--- src/rtl/instr_stream_feeder_pkg.sv ---
// Shared CPU definitions used by the instruction stream feeder.
// Provides the FIFO geometry, the instruction opcode constants, the feeder
// state encoding and a helper that extracts the opcode field of a word.
package cpu_defs;

  localparam int DEPTH  = 16;
  localparam int AW     = 4;
  localparam int WORD_W = 16;

  localparam logic [4:0]        OP_NOP   = 5'b00000;
  localparam logic [4:0]        OP_HALT  = 5'b00001;
  localparam logic [WORD_W-1:0] NOP_WORD = 16'h0000;

  typedef enum logic [1:0] {
    ST_IDLE   = 2'd0,
    ST_STREAM = 2'd1,
    ST_HALTED = 2'd2
  } state_t;

  function automatic logic [4:0] opcode_of(input logic [WORD_W-1:0] word);
    return word[15:11];
  endfunction

endpackage

--- src/rtl/instr_stream_feeder_if.sv ---
// Loader/CPU-side bus of the instruction stream feeder.
// slave  : the feeder (receives control + loader writes, drives stream/status)
// master : the environment (host loader and CPU control nets)
//   enable, start, flush     global control nets
//   wr_en, wr_data           loader write port
//   full, count, overflow    FIFO status
//   i_datain                 registered instruction word to the CPU
//   running, halted, underrun stream status
interface instr_stream_feeder_if;

  logic                          enable;
  logic                          start;
  logic                          flush;
  logic                          wr_en;
  logic [cpu_defs::WORD_W-1:0]   wr_data;
  logic                          full;
  logic [cpu_defs::AW:0]         count;
  logic [cpu_defs::WORD_W-1:0]   i_datain;
  logic                          running;
  logic                          halted;
  logic                          underrun;
  logic                          overflow;

  modport slave (
    input  enable, start, flush, wr_en, wr_data,
    output full, count, i_datain, running, halted, underrun, overflow
  );

  modport master (
    output enable, start, flush, wr_en, wr_data,
    input  full, count, i_datain, running, halted, underrun, overflow
  );

endinterface

--- src/rtl/instr_stream_feeder_fifo.sv ---
// sync_fifo: single-clock FIFO holding instruction words for the feeder.
// Ports:
//   clock, reset         rising-edge clock, async active-low reset
//   wr, wdata            enqueue request (dropped when full unless popping)
//   rd, rdata            pop request; rdata is the current head (show-ahead)
//   clr                  empties the FIFO and clears overflow; wins over wr/rd
//   full, empty, count   occupancy status (full/empty derived from count)
//   overflow             sticky: a write was dropped because the FIFO was full
module sync_fifo #(
  parameter int DEPTH = 16,
  parameter int AW    = 4,
  parameter int W     = 16
) (
  input  logic          clock,
  input  logic          reset,
  input  logic          wr,
  input  logic [W-1:0]  wdata,
  input  logic          rd,
  output logic [W-1:0]  rdata,
  input  logic          clr,
  output logic          full,
  output logic          empty,
  output logic [AW:0]   count,
  output logic          overflow
);

  logic [W-1:0]  mem [DEPTH];
  logic [AW-1:0] wr_ptr;
  logic [AW-1:0] rd_ptr;
  logic          rd_ok;
  logic          wr_ok;

  assign full  = (count == (AW+1)'(DEPTH));
  assign empty = (count == '0);
  assign rdata = mem[rd_ptr];

  // A pop on the same edge frees a slot, so a write to a full FIFO still lands.
  assign rd_ok = rd && !empty && !clr;
  assign wr_ok = wr && !clr && (!full || rd_ok);

  always_ff @(posedge clock) begin
    if (wr_ok) mem[wr_ptr] <= wdata;
  end

  always_ff @(posedge clock or negedge reset) begin
    if (!reset) begin
      wr_ptr   <= '0;
      rd_ptr   <= '0;
      count    <= '0;
      overflow <= 1'b0;
    end else if (clr) begin
      wr_ptr   <= '0;
      rd_ptr   <= '0;
      count    <= '0;
      overflow <= 1'b0;
    end else begin
      if (wr_ok) wr_ptr <= wr_ptr + 1'b1;
      if (rd_ok) rd_ptr <= rd_ptr + 1'b1;
      case ({wr_ok, rd_ok})
        2'b10:   count <= count + 1'b1;
        2'b01:   count <= count - 1'b1;
        default: count <= count;
      endcase
      if (wr && !wr_ok) overflow <= 1'b1;
    end
  end

endmodule

--- src/rtl/instr_stream_feeder.sv ---
// instr_stream_feeder: buffers loader-written instruction words and, after a
// start pulse, streams one word per enabled clock onto the CPU's i_datain.
// Inserts NOP when starved and parks on NOP after issuing a HALT word.
// Ports:
//   clock   rising-edge system clock
//   reset   asynchronous active-low reset
//   bus     instr_stream_feeder_if.slave (control, loader writes, stream out)
//
// state   | meaning
// IDLE    | waiting for start; i_datain = NOP, no pops
// STREAM  | one word (or NOP if starved) per enabled edge
// HALTED  | HALT issued; i_datain = NOP, waiting for start or flush
module instr_stream_feeder
  import cpu_defs::*;
(
  input  logic                  clock,
  input  logic                  reset,
  instr_stream_feeder_if.slave  bus
);

  state_t              state, state_nxt;
  logic [WORD_W-1:0]   dout, dout_nxt;
  logic                underrun_q;
  logic                underrun_set;
  logic                pop;
  logic                clr;
  logic [WORD_W-1:0]   head;
  logic                fifo_empty;

  sync_fifo #(
    .DEPTH (DEPTH),
    .AW    (AW),
    .W     (WORD_W)
  ) u_fifo (
    .clock    (clock),
    .reset    (reset),
    .wr       (bus.wr_en),
    .wdata    (bus.wr_data),
    .rd       (pop),
    .rdata    (head),
    .clr      (clr),
    .full     (bus.full),
    .empty    (fifo_empty),
    .count    (bus.count),
    .overflow (bus.overflow)
  );

  // Flush is a control action like any state change, so it also waits for enable.
  assign clr = bus.enable && bus.flush && (state != ST_STREAM);

  always_comb begin
    state_nxt    = state;
    dout_nxt     = dout;
    pop          = 1'b0;
    underrun_set = 1'b0;
    if (bus.enable) begin
      unique case (state)
        ST_IDLE: begin
          dout_nxt = NOP_WORD;
          if (bus.start && !bus.flush) state_nxt = ST_STREAM;
        end
        ST_STREAM: begin
          if (!fifo_empty) begin
            dout_nxt = head;
            pop      = 1'b1;
            if (opcode_of(head) == OP_HALT) state_nxt = ST_HALTED;
          end else begin
            dout_nxt     = NOP_WORD;
            underrun_set = 1'b1;
          end
        end
        ST_HALTED: begin
          dout_nxt = NOP_WORD;
          if (bus.flush)      state_nxt = ST_IDLE;
          else if (bus.start) state_nxt = ST_STREAM;
        end
        default: begin
          dout_nxt  = NOP_WORD;
          state_nxt = ST_IDLE;
        end
      endcase
    end
  end

  always_ff @(posedge clock or negedge reset) begin
    if (!reset) begin
      state      <= ST_IDLE;
      dout       <= NOP_WORD;
      underrun_q <= 1'b0;
    end else begin
      state <= state_nxt;
      dout  <= dout_nxt;
      if (clr)               underrun_q <= 1'b0;
      else if (underrun_set) underrun_q <= 1'b1;
    end
  end

  assign bus.i_datain = dout;
  assign bus.running  = (state == ST_STREAM);
  assign bus.halted   = (state == ST_HALTED);
  assign bus.underrun = underrun_q;

endmodule

--- src/flat_wrapper.sv ---
// flat-port wrapper written by rule: the top's interface ports become plain ports
module instr_stream_feeder_flat import cpu_defs::*;
  (clock, reset, bus_enable, bus_start, bus_flush, bus_wr_en, bus_wr_data, bus_full, bus_count, bus_i_datain, bus_running, bus_halted, bus_underrun, bus_overflow);
  instr_stream_feeder_if bus_i ();
  input  logic clock;
  input  logic reset;
  input wire logic [$bits(bus_i.enable)-1:0] bus_enable;
  input wire logic [$bits(bus_i.start)-1:0] bus_start;
  input wire logic [$bits(bus_i.flush)-1:0] bus_flush;
  input wire logic [$bits(bus_i.wr_en)-1:0] bus_wr_en;
  input wire logic [$bits(bus_i.wr_data)-1:0] bus_wr_data;
  output wire logic [$bits(bus_i.full)-1:0] bus_full;
  output wire logic [$bits(bus_i.count)-1:0] bus_count;
  output wire logic [$bits(bus_i.i_datain)-1:0] bus_i_datain;
  output wire logic [$bits(bus_i.running)-1:0] bus_running;
  output wire logic [$bits(bus_i.halted)-1:0] bus_halted;
  output wire logic [$bits(bus_i.underrun)-1:0] bus_underrun;
  output wire logic [$bits(bus_i.overflow)-1:0] bus_overflow;
  assign bus_i.enable = bus_enable;
  assign bus_i.start = bus_start;
  assign bus_i.flush = bus_flush;
  assign bus_i.wr_en = bus_wr_en;
  assign bus_i.wr_data = bus_wr_data;
  assign bus_full = bus_i.full;
  assign bus_count = bus_i.count;
  assign bus_i_datain = bus_i.i_datain;
  assign bus_running = bus_i.running;
  assign bus_halted = bus_i.halted;
  assign bus_underrun = bus_i.underrun;
  assign bus_overflow = bus_i.overflow;
  instr_stream_feeder u_core (.clock(clock), .reset(reset), .bus(bus_i));
endmodule
--- config.mk ---
export PLATFORM = sky130hd
export DESIGN_NAME = instr_stream_feeder_flat
export DESIGN_NICKNAME = d
export VERILOG_FILES = /design/src/rtl/instr_stream_feeder_pkg.sv /design/src/rtl/instr_stream_feeder_if.sv /design/src/rtl/instr_stream_feeder_fifo.sv /design/src/rtl/instr_stream_feeder.sv /design/src/flat_wrapper.sv
export SDC_FILE = /design/constraint.sdc
export NUM_CORES = 1
export LEC_CHECK = 0
export BUFFER_PORTS_ARGS = -buffer_cell sky130_fd_sc_hd__buf_2
export CAP_MARGIN = 40
export CORE_MARGIN = 1.5
export CORE_UTILIZATION = 45
export DETAILED_ROUTE_END_ITERATION = 7
export GPL_TIMING_DRIVEN = 0
export HOLD_SLACK_MARGIN = 0.1
export PLACE_DENSITY = 0.67
export SLEW_MARGIN = 25
export SYNTH_ARGS = -nofsm -noshare
export SYNTH_HDL_FRONTEND = slang
export SYNTH_HIERARCHICAL = 1
export SYNTH_SLANG_ARGS = --single-unit
--- constraint.sdc ---
create_clock -name clock -period 4.4 [get_ports clock]
set_input_delay 0 -clock clock [delete_from_list [all_inputs] [get_ports clock]]
set_output_delay 0 -clock clock [all_outputs]
set_load 0.05 [all_outputs]
### Yosys cells after proc, flatten, opt, wreduce, memory -nomap -nowiden

Memory sizes are Yosys's and may differ from the RTL's.
Index checks and enable logic that the tools add are counted.

| word-level totals | value |
|---|---|
| register bits after elaboration | 33 |
| bits in writable memories | 256 |
| input port bits | 22 |
| output and inout port bits | 26 |
| logic and storage cells | 71 |
| memories kept | 1 |

| operators by class | value |
|---|---|
| add/sub/neg operators | 4 |
| equality and inequality tests | 11 |
| mux-type cells | 26 |
| reductions and logical operators | 22 |

Memory list:

| name | words | bits a word | rd ports | clocked after memory_dff | wr ports | RTL line | text |
|---|---|---|---|---|---|---|---|
| u_core.u_fifo.mem | 16 | 16 | 1 | 0 | 1 | instr_stream_feeder_fifo.sv:27 | `logic [W-1:0] mem [DEPTH];` |

Operator list:

| cell | count |
|---|---|
| 2-to-1 mux 16 bit | 2 |
| 2-to-1 mux 4 bit | 4 |
| 2-to-1 mux 1 bit | 12 |
| 2-to-1 mux 2 bit | 5 |
| case mux 5 bit (2 select lines) | 1 |
| adder 4 x 1 -> 4 bit, second input constant | 2 |
| logical AND 1 bit | 8 |
| nonzero test 2 bit | 4 |
| inequality test 2 x 1 -> 1 bit, second input constant | 3 |
| case mux 2 bit (3 select lines) | 1 |
| adder 5 x 1 -> 5 bit, second input constant | 1 |
| == test 5 x 1 -> 1 bit, second input constant | 1 |
| == test 5 bit, second input constant | 1 |
| zero test 1 bit | 5 |
| zero test 5 bit | 1 |
| 2-to-1 mux 5 bit | 1 |
| AND reduction 5 bit | 1 |
| subtractor 5 x 1 -> 5 bit, second input constant | 1 |
| == test 2 x 1 -> 1 bit, second input constant | 2 |
| == test 2 bit, second input constant | 2 |
| inequality test 3 bit, second input constant | 1 |
| nonzero test 3 bit | 1 |
| zero test 2 bit | 1 |
| inequality test 2 bit, second input constant | 1 |
| logical OR 1 bit | 1 |

### Logic depth before layout (Yosys ltp)

Gate-level depths: netlist of the first run.

| logic depth | value |
|---|---|
| word-level depth | 12 |
| depth in mapped cells | 15 |

### Cells and area by module

Netlist of the first run, hierarchy kept.

By module, submodules not included:

| module | instances | cells each | area each (sq um) | seq. area each (sq um) |
|---|---|---|---|---|
| sync_fifo | 1 | 600 | 10795.4 | 8037.7 |
| instr_stream_feeder | 1 | 88 | 804.5 | 475.5 |

### Worst setup path before layout of the first run

Ideal clock, no wire load.

| path | value |
|---|---|
| path kind | flip-flop to flip-flop |
| start | register u_core.u_fifo.count[0] |
| end | memory u_core.u_fifo.mem[3][0], enable pin |
| library setup time | 409 ps |
| data arrival time | 3451 ps |
| slack | 540 ps |
| cell stages (with the launch flop) | 11 |
| path buffers | 3 |
| clock period less this slack | 3860 ps |
| cell sequence | dfrtp_1 or4_1 buf_2 nor2_1 and4bb_2 buf_2 buf_4 nor2b_1 a211oi_1 nand2_1 nor3_1 |

| on the way | value |
|---|---|
| cells in the longest elaborated chain, start to end | 10 |
| elaborated cells on any way between the ends | 13 |
| classes of those cells | 1 x eq/ne; 5 x mux; 7 x reduce/logical |

Ends and longest elaborated chain:

| element | RTL line | text |
|---|---|---|
| start, declared | instr_stream_feeder_fifo.sv:23 | `output logic [AW:0] count,` |
| start signal, assigned | instr_stream_feeder_fifo.sv:60 | `2'b10: count <= count + 1'b1;` |
| start signal, assigned | instr_stream_feeder_fifo.sv:61 | `2'b01: count <= count - 1'b1;` |
| start signal, assigned | instr_stream_feeder_fifo.sv:62 | `default: count <= count;` |
| zero test 5 bit | instr_stream_feeder_fifo.sv:34 | `assign empty = (count == '0);` |
| net u_core.fifo_empty | instr_stream_feeder.sv:28 | `logic fifo_empty;` |
| 2-to-1 mux 1 bit | instr_stream_feeder.sv:63 | `if (!fifo_empty) begin` |
| 2-to-1 mux 1 bit | instr_stream_feeder.sv:57 | `unique case (state)` |
| 2-to-1 mux 1 bit | instr_stream_feeder.sv:56 | `if (bus.enable) begin` |
| net u_core.pop | instr_stream_feeder.sv:25 | `logic pop;` |
| logical AND 1 bit (2 in a row) | instr_stream_feeder_fifo.sv:38 | `assign rd_ok = rd && !empty && !clr;` |
| logical OR 1 bit | instr_stream_feeder_fifo.sv:39 | `assign wr_ok = wr && !clr && (!full \|\| rd_ok);` |
| logical AND 1 bit | instr_stream_feeder_fifo.sv:39 |  |
| 2-to-1 mux 1 bit | instr_stream_feeder_fifo.sv:42 | `if (wr_ok) mem[wr_ptr] <= wdata;` |
| 2-to-1 mux 1 bit (implied by the code) | instr_stream_feeder_fifo.sv:42 |  |
| end, declared | instr_stream_feeder_fifo.sv:27 |  |

The timed path passes the listed nets, and every way through them passes these cells.

### Final worst setup path of the first run

| path | value |
|---|---|
| start | register u_core.u_fifo.count[0] |
| end | memory u_core.u_fifo.mem[3][10], enable pin |

The elaborated chain is that of the path after synthesis.

==> results of run 1 <==
[layer usage]
layer,track usage [%],vias to the layer above,wire length (um)
met1,30.0,3366,11700
met3,2.64,46,1860
met2,30.8,245,12000
met5,0,-,0
li1,-,2930,-
met4,5.99,0,674
[where the power goes]
group | total, W | switching (W) | internal [W]
combinational | 0.00337 | 0.00218 | 0.00119
clock | 0.00257 | 0.00102 | 0.00154
sequential | 0.00353 | 0.000147 | 0.00338
total | 0.00946 | 0.00335 | 0.00611
[path summary, 6_finish.rpt]
check	startpoint	endpoint	slack [ps]	cells after the start
max in group asynchronous	reset	u_core/bus.i_datain[12]	3360	4
worst max register to register	u_core/u_fifo/count[0]	u_core/u_fifo/mem[3][10]	550	11
min in group asynchronous	reset	u_core/u_fifo/wr_ptr[3]	540	4
worst max-delay path	u_core/u_fifo/count[0]	u_core/u_fifo/mem[3][10]	550	11
worst min register to register	u_core/u_fifo/overflow	u_core/u_fifo/overflow	500	2
worst min-delay path	bus_flush	u_core/bus.underrun	350	5
[cell type report]
cell class	instances	share of cell area [%]
flip-flops and latches	289	61.5
multi-input cells	338	20.9
clock buffers	34	5.52
repair buffers	94	5.28
well taps	330	2.98
clock inverters	20	1.81
plain buffers	37	1.30
inverters	24	0.651
[cell usage in the layout, fill, tap and decap left out, types with 3 or more instances in the layout]
cell type / instances
a21oi_1: 23
nor2b_1: 5
mux2_1: 4
nand2_1: 46
mux4_2: 32
bufinv_16: 5
mux2i_1: 50
buf_6: 10
a221oi_1: 16
nor2_2: 6
clkinv_2: 6
dfrtp_1: 33
nor3_2: 5
clkinv_1: 5
buf_8: 3
ha_1: 8
inv_1: 24
buf_4: 15
nand3_1: 5
mux2_2: 16
clkbuf_16: 29
nor2_1: 19
dlygate4sd3_1: 25
clkbuf_1: 21
nor2_4: 6
nand2b_1: 3
o21ai_0: 50
edfxtp_1: 256
buf_2: 59
xor2_1: 6
a22oi_1: 16
[cells by family after synthesis]
family          Yosys count
compound gates          115
xor+xnor                  8
fa+ha+maj                 9
buf+inv                  61
flops                   289
mux                     102
simple gates            104
[per-stage QoR]
stage / TNS [ps] / cell area [um2] / power [W] / utilization, % / std cells
2_1_floorplan: 0 / 11600 / 0.00586 / - / 688
6_report: 0 / 13800 / 0.00946 / 54.8 / 1166
5_1_grt: 0 / 13800 / 0.00991 / 54.8 / 1166
3_3_place_gp: -67050 / 12200 / 0.00675 / 48.5 / 1064
4_1_cts: 0 / 13800 / 0.00949 / 54.8 / 1165
3_5_place_dp: 0 / 12600 / 0.00691 / 49.7 / 1085
[worst min-delay path, stage by stage]
cell	delay [ps]
dlygate4sd3_1	530
buf_2	130
nand2_1	70
a21oi_1	60
nor2_1	80
[state kept, by name (all words and copies together), names as in the netlist]
signal,cells
u_core/state,2
u_core/u_fifo/wr_ptr,4
u_core/u_fifo/overflow,1
u_core/u_fifo/count,5
u_core/u_fifo/mem,256
u_core/bus.underrun,1
u_core/bus.i_datain,16
u_core/u_fifo/rd_ptr,4
[cells in the mapped netlist, types with 7 or more instances]
master    number
nor2_1        31
buf_2         12
mux2i_1       50
clkbuf_1      18
mux2_2        16
edfxtp_1     256
nand2_1       46
o21ai_0       50
a221oi_1      16
a21oi_1       23
a22oi_1       16
inv_1         24
ha_1           8
mux4_2        32
dfrtp_1       33
buf_4          7
==> flow_summary_export.csv, run 1 <==
group,metric,value,unit
logic_synthesis,synth_top_area_cell,"edfxtp_1",
logic_synthesis,ys_seq_elements,289,
clocking,cts.sinks,289,
logic_synthesis,synth-simple-area-share,3.99,%
clocking,post_cts_buffers,0,
layout,n_antenna_cell,0,
clocking,cts.clk_slew.worst_paths,60,ps
logic_synthesis,netlist_top_cells_area,"edfxtp_1, dfrtp_1, mux4_2",
timing,hold_ws,351,ps
global_routing,grt_pass1_vias,6379,
timing,fmax,0.260,GHz
status,status,"finished clean",
critical_path,critPathBufInv,4,
timing,tightest_slew,767,ps
layout,final-seq-area,0.00851,mm2
critical_path,cp-end-kind,"flip-flop",
critical_path,worst_path_dominant_cell_family,"simple AND/OR/NAND/NOR gates",
critical_path,required,4650,ps
timing,slew_headroom,48.8,%
clocking,clock_latency,560,ps
critical_path,cp_max_fo,16,
logic_synthesis,netlist_area,0.0116,mm2
logic_synthesis,synthArstFlopShare,11.4,%
timing,rsz0062_at_grt,"false",
floorplanning,row_count,58,
logic_synthesis,ys_types,42,
routing,drc,0,
critical_path,setup.worst_path.start_class,"flip-flop",
timing,min_period,3850,ps
job,maxCapViolCount,0,
timing,final-setup-viol-count,0,
floorplanning,dieArea,0.0268,mm2
routing,firstDrtPassIters,5,
timing,timing.final.crit_share,87.5,%
layout,multi_input_area,0.00290,mm2
pwr,p_per_area,684,mW/mm2
logic_synthesis,synth_fp_nets,719,
timing,slew_violations,0,
floorplanning,die-height,164,um
global_routing,grt_max_degree,18,
global_routing,grt_use_total,20.1,%
logic_synthesis,synth_enable_flop_cells,256,
clocking,cts-root-buf,"clkbuf_16",
logic_synthesis,synth.avg_cell_area,16.9,um2
logic_synthesis,synth_top_flop_cell,"edfxtp_1",
routing,drt-total-wl,26.2,mm
logic_synthesis,yosysTopAreaCellShare,66.3,%
clocking,ctsHoldBuffers,26,
global_routing,antenna_found_initial,0,
logic_synthesis,ys_seq_area_share,73.4,%
layout,synthToLayoutAreaGrowth,19.3,%
logic_synthesis,ys_warn_count,6,
pwr,peakVddDrop,0.404,mV
global_routing,grt_pass1_wl,38.8,mm
logic_synthesis,syn-instance-count,688,
floorplanning,ios,48,
floorplanning,die_x,164,um
critical_path,critPathKind,"reg -> reg",
logic_synthesis,synthAdderAreaFrac,1.04,%
critical_path,crit_path_max_incr_delay,630,ps
layout,drive_gt1_share,24.3,%
critical_path,slowest_stage,"nor3_2",
placement,dp_slack,580,ps
timing,fin_ws,548,ps
clocking,ctsResizeCount,0,
clocking,clock_path_buffers,3,
clocking,numCtsBuffers,29,
logic_synthesis,synth.area.mux_share,12.5,%
routing,final_antenna_net_count,0,
logic_synthesis,synth_compound_area_share,6.18,%
floorplanning,start_util,45.9,%
timing,clock_skew,12.2,ps
placement,hpwl,17.4,mm
floorplanning,core_area,0.0253,mm2
routing,vias_per_cell,5.65,
placement,place_congestion,0.781,
critical_path,arrival,4110,ps
routing,wl_per_cell,22.4,um
hold_path,hp-class,"in -> reg",
critical_path,crit_chain,"or4_1, buf_2, nor2_1, and4bb_2, buf_2, buf_4, nor2b_1, a211oi_1, nand2_1, nor3_2, buf_4",
layout,fin_nets,844,
pwr,leakage,4.93,nW
global_routing,gr-total-overflow,0,
routing,drt_iter0_markers,685,
routing,num_vias,6587,
timing,hold_violations,0,
logic_synthesis,synthXorXnorAreaFrac,0.604,%
placement,portBuffers,46,
logic_synthesis,synth_top_family_by_area,"multiplexers",
layout,fill_cells,2022,
clocking,htree_levels,1,
clocking,cts_tree,"yes",
No activity file was read; power rests on OpenSTA's default activity.
==> run 2: changes to the inputs <==
--- a/config.mk
+++ b/config.mk
@@ -7,7 +7,7 @@
 export LEC_CHECK = 0
 export BUFFER_PORTS_ARGS = -buffer_cell sky130_fd_sc_hd__buf_2
 export CAP_MARGIN = 40
-export CORE_MARGIN = 1.5
+export CORE_MARGIN = 2
 export CORE_UTILIZATION = 45
 export DETAILED_ROUTE_END_ITERATION = 7
 export GPL_TIMING_DRIVEN = 0
==> flow_summary_export.csv, run 2 (same netlist as run 1, synthesis figures left out) <==
group,metric,value,unit
timing,hold_violations,0,
floorplanning,row_count,58,
global_routing,antenna_found_initial,0,
layout,drive_gt1_share,23.5,%
layout,synthToLayoutAreaGrowth,18.1,%
timing,tightest_slew,831,ps
critical_path,required,4640,ps
timing,fin_setup_tns,0,ps
layout,n_antenna_cell,0,
critical_path,critPathKind,"reg -> reg",
hold_path,hp-class,"in -> reg",
layout,final_area,0.0137,mm2
clocking,post_cts_buffers,0,
timing,clock_skew,8.41,ps
timing,timing.final.crit_share,87.1,%
timing,slew_headroom,44.6,%
clocking,cts.clk_slew.worst_paths,60,ps
global_routing,grt_max_degree,27,
clocking,cts.sinks,289,
layout,final_cell_mix,"edfxtp_1, buf_2, o21ai_0, mux2i_1, nand2_1",
layout,multi_input_area,0.00290,mm2
floorplanning,die_x,165,um
routing,drc,0,
critical_path,crit_chain,"or4_1, buf_2, nor2_1, and4bb_2, buf_2, buf_4, nor2b_1, a211oi_1, nand2_1, nor3_2, buf_4",
clocking,cts_tree,"yes",
critical_path,ff2ff_setup_slack,570,ps
timing,slew_violations,0,
critical_path,crit_path_max_incr_delay,630,ps
timing,hold_ws,371,ps
routing,num_vias,6540,
routing,firstDrtPassIters,5,
critical_path,cp_max_fo,16,
routing,drt_iter0_markers,595,
floorplanning,die-height,165,um
timing,min_period,3830,ps
clocking,cts-root-buf,"clkbuf_16",
layout,final-seq-area,0.00851,mm2
floorplanning,start_util,45.9,%
clocking,htree_levels,1,
critical_path,cp-end-kind,"flip-flop",
pwr,p_per_area,670,mW/mm2
global_routing,grt_use_total,19.5,%
routing,final_antenna_net_count,0,
routing,drt-total-wl,26.0,mm
pwr,leakage,4.87,nW
clocking,clock_latency,540,ps
layout,top_register,"u_core/u_fifo/mem",
job,maxCapViolCount,0,
timing,rsz0062_at_grt,"false",
timing,fmax,0.261,GHz
status,status,"finished clean",
critical_path,arrival,4070,ps
placement,place_area,0.0125,mm2
placement,place_congestion,0.773,
critical_path,setup.worst_path.start_class,"flip-flop",
layout,final_common_cell,"edfxtp_1",
floorplanning,core_area,0.0253,mm2
clocking,clock_path_buffers,3,
layout,largest_register_ffs,256,
placement,portBuffers,46,
placement,dp_slack,595,ps
placement,hpwl,17.1,mm
floorplanning,dieArea,0.0271,mm2
routing,wl_per_cell,22.3,um
routing,vias_per_cell,5.62,
timing,fin_ws,567,ps
layout,fin_nets,842,
critical_path,slowest_stage,"nor3_2",
global_routing,grt_pass1_wl,38.3,mm
pwr,peakVddDrop,0.450,mV
timing,final-setup-viol-count,0,
layout,fill_cells,1993,
clocking,numCtsBuffers,29,
global_routing,gr-total-overflow,0,
pwr,fin_total_pwr,0.00919,W
floorplanning,ios,48,
global_routing,grt_pass1_vias,6255,
run 2: changes by cell type in the layout (fill, tap and decap cells not counted), sizes merged:
| cell | before | now |
|---|---|---|
| clkinvlp | 2 | 1 |
| buf | 88 | 85 |
| clkbuf | 52 | 58 |
| dlygate4sd3 | 25 | 26 |
| clkinv | 12 | 10 |
| bufinv | 5 | 1 |
run 2: report_power, final:
part,leakage [nW],total [W],internal [W],switching (W)
sequential,2.71,0.00353,0.00339,0.000148
combinational,1.71,0.00333,0.00118,0.00215
clock,0.443,0.00232,0.00133,0.000986
run 2: worst paths after layout:
| kind | startpoint | cells after the start | to |
|---|---|---|---|
| worst max-delay path | u_core/u_fifo/count[0] | 11 | u_core/u_fifo/mem[0][8] |
| worst min-delay path | bus_wr_data[10] | 2 | u_core/u_fifo/mem[3][10] |
| worst max register to register | u_core/u_fifo/count[0] | 11 | u_core/u_fifo/mem[0][8] |
| worst min register to register | u_core/u_fifo/overflow | 2 | u_core/u_fifo/overflow |
| max in group asynchronous | reset | 4 | u_core/bus.i_datain[7] |
| min in group asynchronous | reset | 4 | u_core/u_fifo/count[3] |
run 2: repair_timing:
action	in CTS	in global routing
hold buffers	26	0
gates resized for setup	0	0
endpoints found under the hold margin	311	0
run 2: layout make-up:
| type | instances | area share (%) |
|---|---|---|
| clock inverter | 13 | 0.667 |
| multi-input combinational | 338 | 21.1 |
| sequential | 289 | 62.1 |
| buffer | 37 | 1.31 |
| inverter | 24 | 0.657 |
| timing repair buffer | 92 | 5.19 |
| clock buffer | 40 | 5.89 |
| tap | 330 | 3.01 |
run 2: worst max-delay path, delay by kind of cell (launching register included):
kind | cells | cell delay [ps]
AO/OA/AOI/OAI | 1 | 520
flip-flops | 1 | 450
buffers and inverters | 4 | 940
AND/OR/NAND/NOR | 6 | 1620
run 2: layer usage:
layer	part of all wire (%)	track usage (%)
met1	44	28.8
met2	47	30.7
met5	0	0
met3	6.8	3.21
met4	2.1	4.78
run 2: through the flow:
step	util, %	cells
global route	54.3	1163
CTS	54.3	1163
floorplan	-	688
global placement	48.5	1064
finish	54.3	1163
detailed placement	49.7	1084
==> run 3: changes to the inputs <==
--- a/config.mk
+++ b/config.mk
@@ -7,7 +7,7 @@
 export LEC_CHECK = 0
 export BUFFER_PORTS_ARGS = -buffer_cell sky130_fd_sc_hd__buf_2
 export CAP_MARGIN = 40
-export CORE_MARGIN = 2
+export CORE_MARGIN = 10
 export CORE_UTILIZATION = 45
 export DETAILED_ROUTE_END_ITERATION = 7
 export GPL_TIMING_DRIVEN = 0
==> constraint.sdc (replaced) <==
create_clock -name clock -period 4.62 [get_ports clock]
set_input_delay 0 -clock clock [delete_from_list [all_inputs] [get_ports clock]]
set_output_delay 0 -clock clock [all_outputs]
set_load 0.05 [all_outputs]
==> flow_summary_export.csv, run 3 (same netlist as run 1, synthesis figures left out) <==
group,metric,value,unit
status,status,"finished clean",
placement,hpwl,17.6,mm
floorplanning,die_x,181,um
critical_path,ff2ff_setup_slack,730,ps
critical_path,arrival,4130,ps
critical_path,worst_path_dominant_cell_family,"simple AND/OR/NAND/NOR gates",
hold_path,hold_depth,2,
clocking,cts.sinks,289,
floorplanning,ios,48,
critical_path,critPathBufInv,4,
floorplanning,die-height,181,um
timing,fin_ws,729,ps
layout,drive_gt1_share,24.4,%
layout,utilization,54.7,%
pwr,leakage,4.93,nW
pwr,peakVddDrop,0.420,mV
placement,place_area,0.0126,mm2
routing,vias_per_cell,5.52,
layout,largest_register_ffs,256,
placement,portBuffers,46,
routing,wl_per_cell,22.7,um
clocking,cts-root-buf,"clkbuf_16",
layout,top_register,"u_core/u_fifo/mem",
critical_path,r2r_start,"u_core/u_fifo/count[0]",
global_routing,grt_pass1_wl,39.4,mm
pwr,fin_total_pwr,0.00890,W
floorplanning,row_count,58,
routing,firstDrtPassIters,5,
clocking,cts.clk_slew.worst_paths,60,ps
floorplanning,dieArea,0.0326,mm2
timing,final-setup-viol-count,0,
layout,final_cell_mix,"edfxtp_1, buf_2, o21ai_0, mux2i_1, nand2_1",
layout,fin_nets,846,
clocking,clock_path_buffers,3,
global_routing,gr-total-overflow,0,
global_routing,grt_use_total,15.7,%
routing,drc,0,
floorplanning,start_util,45.9,%
global_routing,antenna_found_initial,0,
hold_path,hp-class,"in -> reg",
critical_path,cp-end-kind,"flip-flop",
layout,final_area,0.0138,mm2
job,maxCapViolCount,0,
timing,clock_skew,9.90,ps
layout,synthToLayoutAreaGrowth,19.1,%
critical_path,r2r_end,"u_core/u_fifo/mem[1][11]",
timing,min_period,3890,ps
pwr,p_per_area,645,mW/mm2
clocking,numCtsBuffers,29,
global_routing,grt_pass1_vias,6488,
critical_path,slowest_stage,"nor3_2",
hold_path,hp-start,"bus_wr_data[3]",
global_routing,grt_max_degree,21,
clocking,clock_latency,540,ps
layout,fill_cells,2005,
critical_path,required,4860,ps
timing,rsz0062_at_grt,"false",
hold_path,holdPathEnd,"u_core/u_fifo/mem[7][3]",
clocking,htree_levels,1,
routing,drt_iter0_markers,515,
critical_path,crit_chain,"or4_1, buf_2, nor2_1, and4bb_2, buf_2, buf_4, nor2b_1, a211oi_1, nand2_1, nor3_2, buf_4",
timing,fmax,0.257,GHz
timing,slew_headroom,48.7,%
placement,place_congestion,0.784,
routing,num_vias,6445,
clocking,cts_tree,"yes",
critical_path,critPathKind,"reg -> reg",
timing,slew_violations,0,
timing,hold_violations,0,
critical_path,setup.worst_path.start_class,"flip-flop",
critical_path,cp_max_fo,16,
floorplanning,core_area,0.0253,mm2
layout,final_common_cell,"edfxtp_1",
routing,drt-total-wl,26.5,mm
routing,final_antenna_net_count,0,
clocking,post_cts_buffers,0,
critical_path,crit_path_max_incr_delay,660,ps
layout,n_antenna_cell,0,
timing,timing.final.crit_share,84.2,%
timing,tightest_slew,768,ps
critical_path,r2r_cells,11,
placement,dp_slack,833,ps
==> run 3: cell types whose count changed in the layout (fill, tap and decap cells not counted), moves of 2 or more <==
cell,delta
clkbuf_1,-3
buf_6,+2
bufinv_16,+2
buf_8,+2
==> run 3: cell type report <==
type                            instances  area (um2)  share of cell area, %
Timing Repair Buffer                   96         763                   5.53
Inverter                               24        90.1                  0.652
Clock inverter                         15         153                   1.11
Tap cell                              330         413                   2.99
Multi-Input combinational cell        338        2890                   20.9
Sequential cell                       289        8510                   61.6
Buffer                                 37         180                   1.30
Clock buffer                           38         810                   5.86
==> run 3: repair_timing <==
item / in CTS / in global routing
hold buffers: 26 / 0
endpoints found under the hold margin: 309 / 0
gates resized for setup: 0 / 0
==> run 3: power breakdown <==
part | switching [W] | internal, W
clock | 0.000943 | 0.00139
combinational | 0.00207 | 0.00113
sequential | 0.000140 | 0.00322
total | 0.00315 | 0.00575
==> run 3: stage by stage <==
stage	hold WS [ps]	TNS, ps	instances
floorplan	-296	0	688
global placement	190	-50290	1064
detailed placement	-46.0	0	1087
CTS	366	0	1166
global route	397	0	1167
finish	377	0	1167
==> run 3: how the worst max path moves through the flow <==
stage	cells past startpoint	from	end	slack [ps]
after floorplan	10	u_core/u_fifo/count[0]	u_core/u_fifo/mem[3][0]	760
after global placement	10	u_core/u_fifo/count[0]	u_core/u_fifo/mem[0][2]	-830
after detailed placement	11	u_core/u_fifo/count[0]	u_core/u_fifo/mem[1][11]	830
after CTS	11	u_core/u_fifo/count[0]	u_core/u_fifo/mem[1][13]	780
after global routing	11	u_core/u_fifo/count[1]	u_core/u_fifo/mem[1][13]	510
final	11	u_core/u_fifo/count[0]	u_core/u_fifo/mem[1][11]	730
==> run 3: per-layer routing <==
layer | routed length, um | vias to the layer above | track usage [%]
met5 | 0 | - | 0
met4 | 556 | 0 | 3.97
met3 | 1770 | 34 | 2.55
met2 | 12500 | 206 | 25.3
met1 | 11700 | 3279 | 21.8
li1 | - | 2926 | -
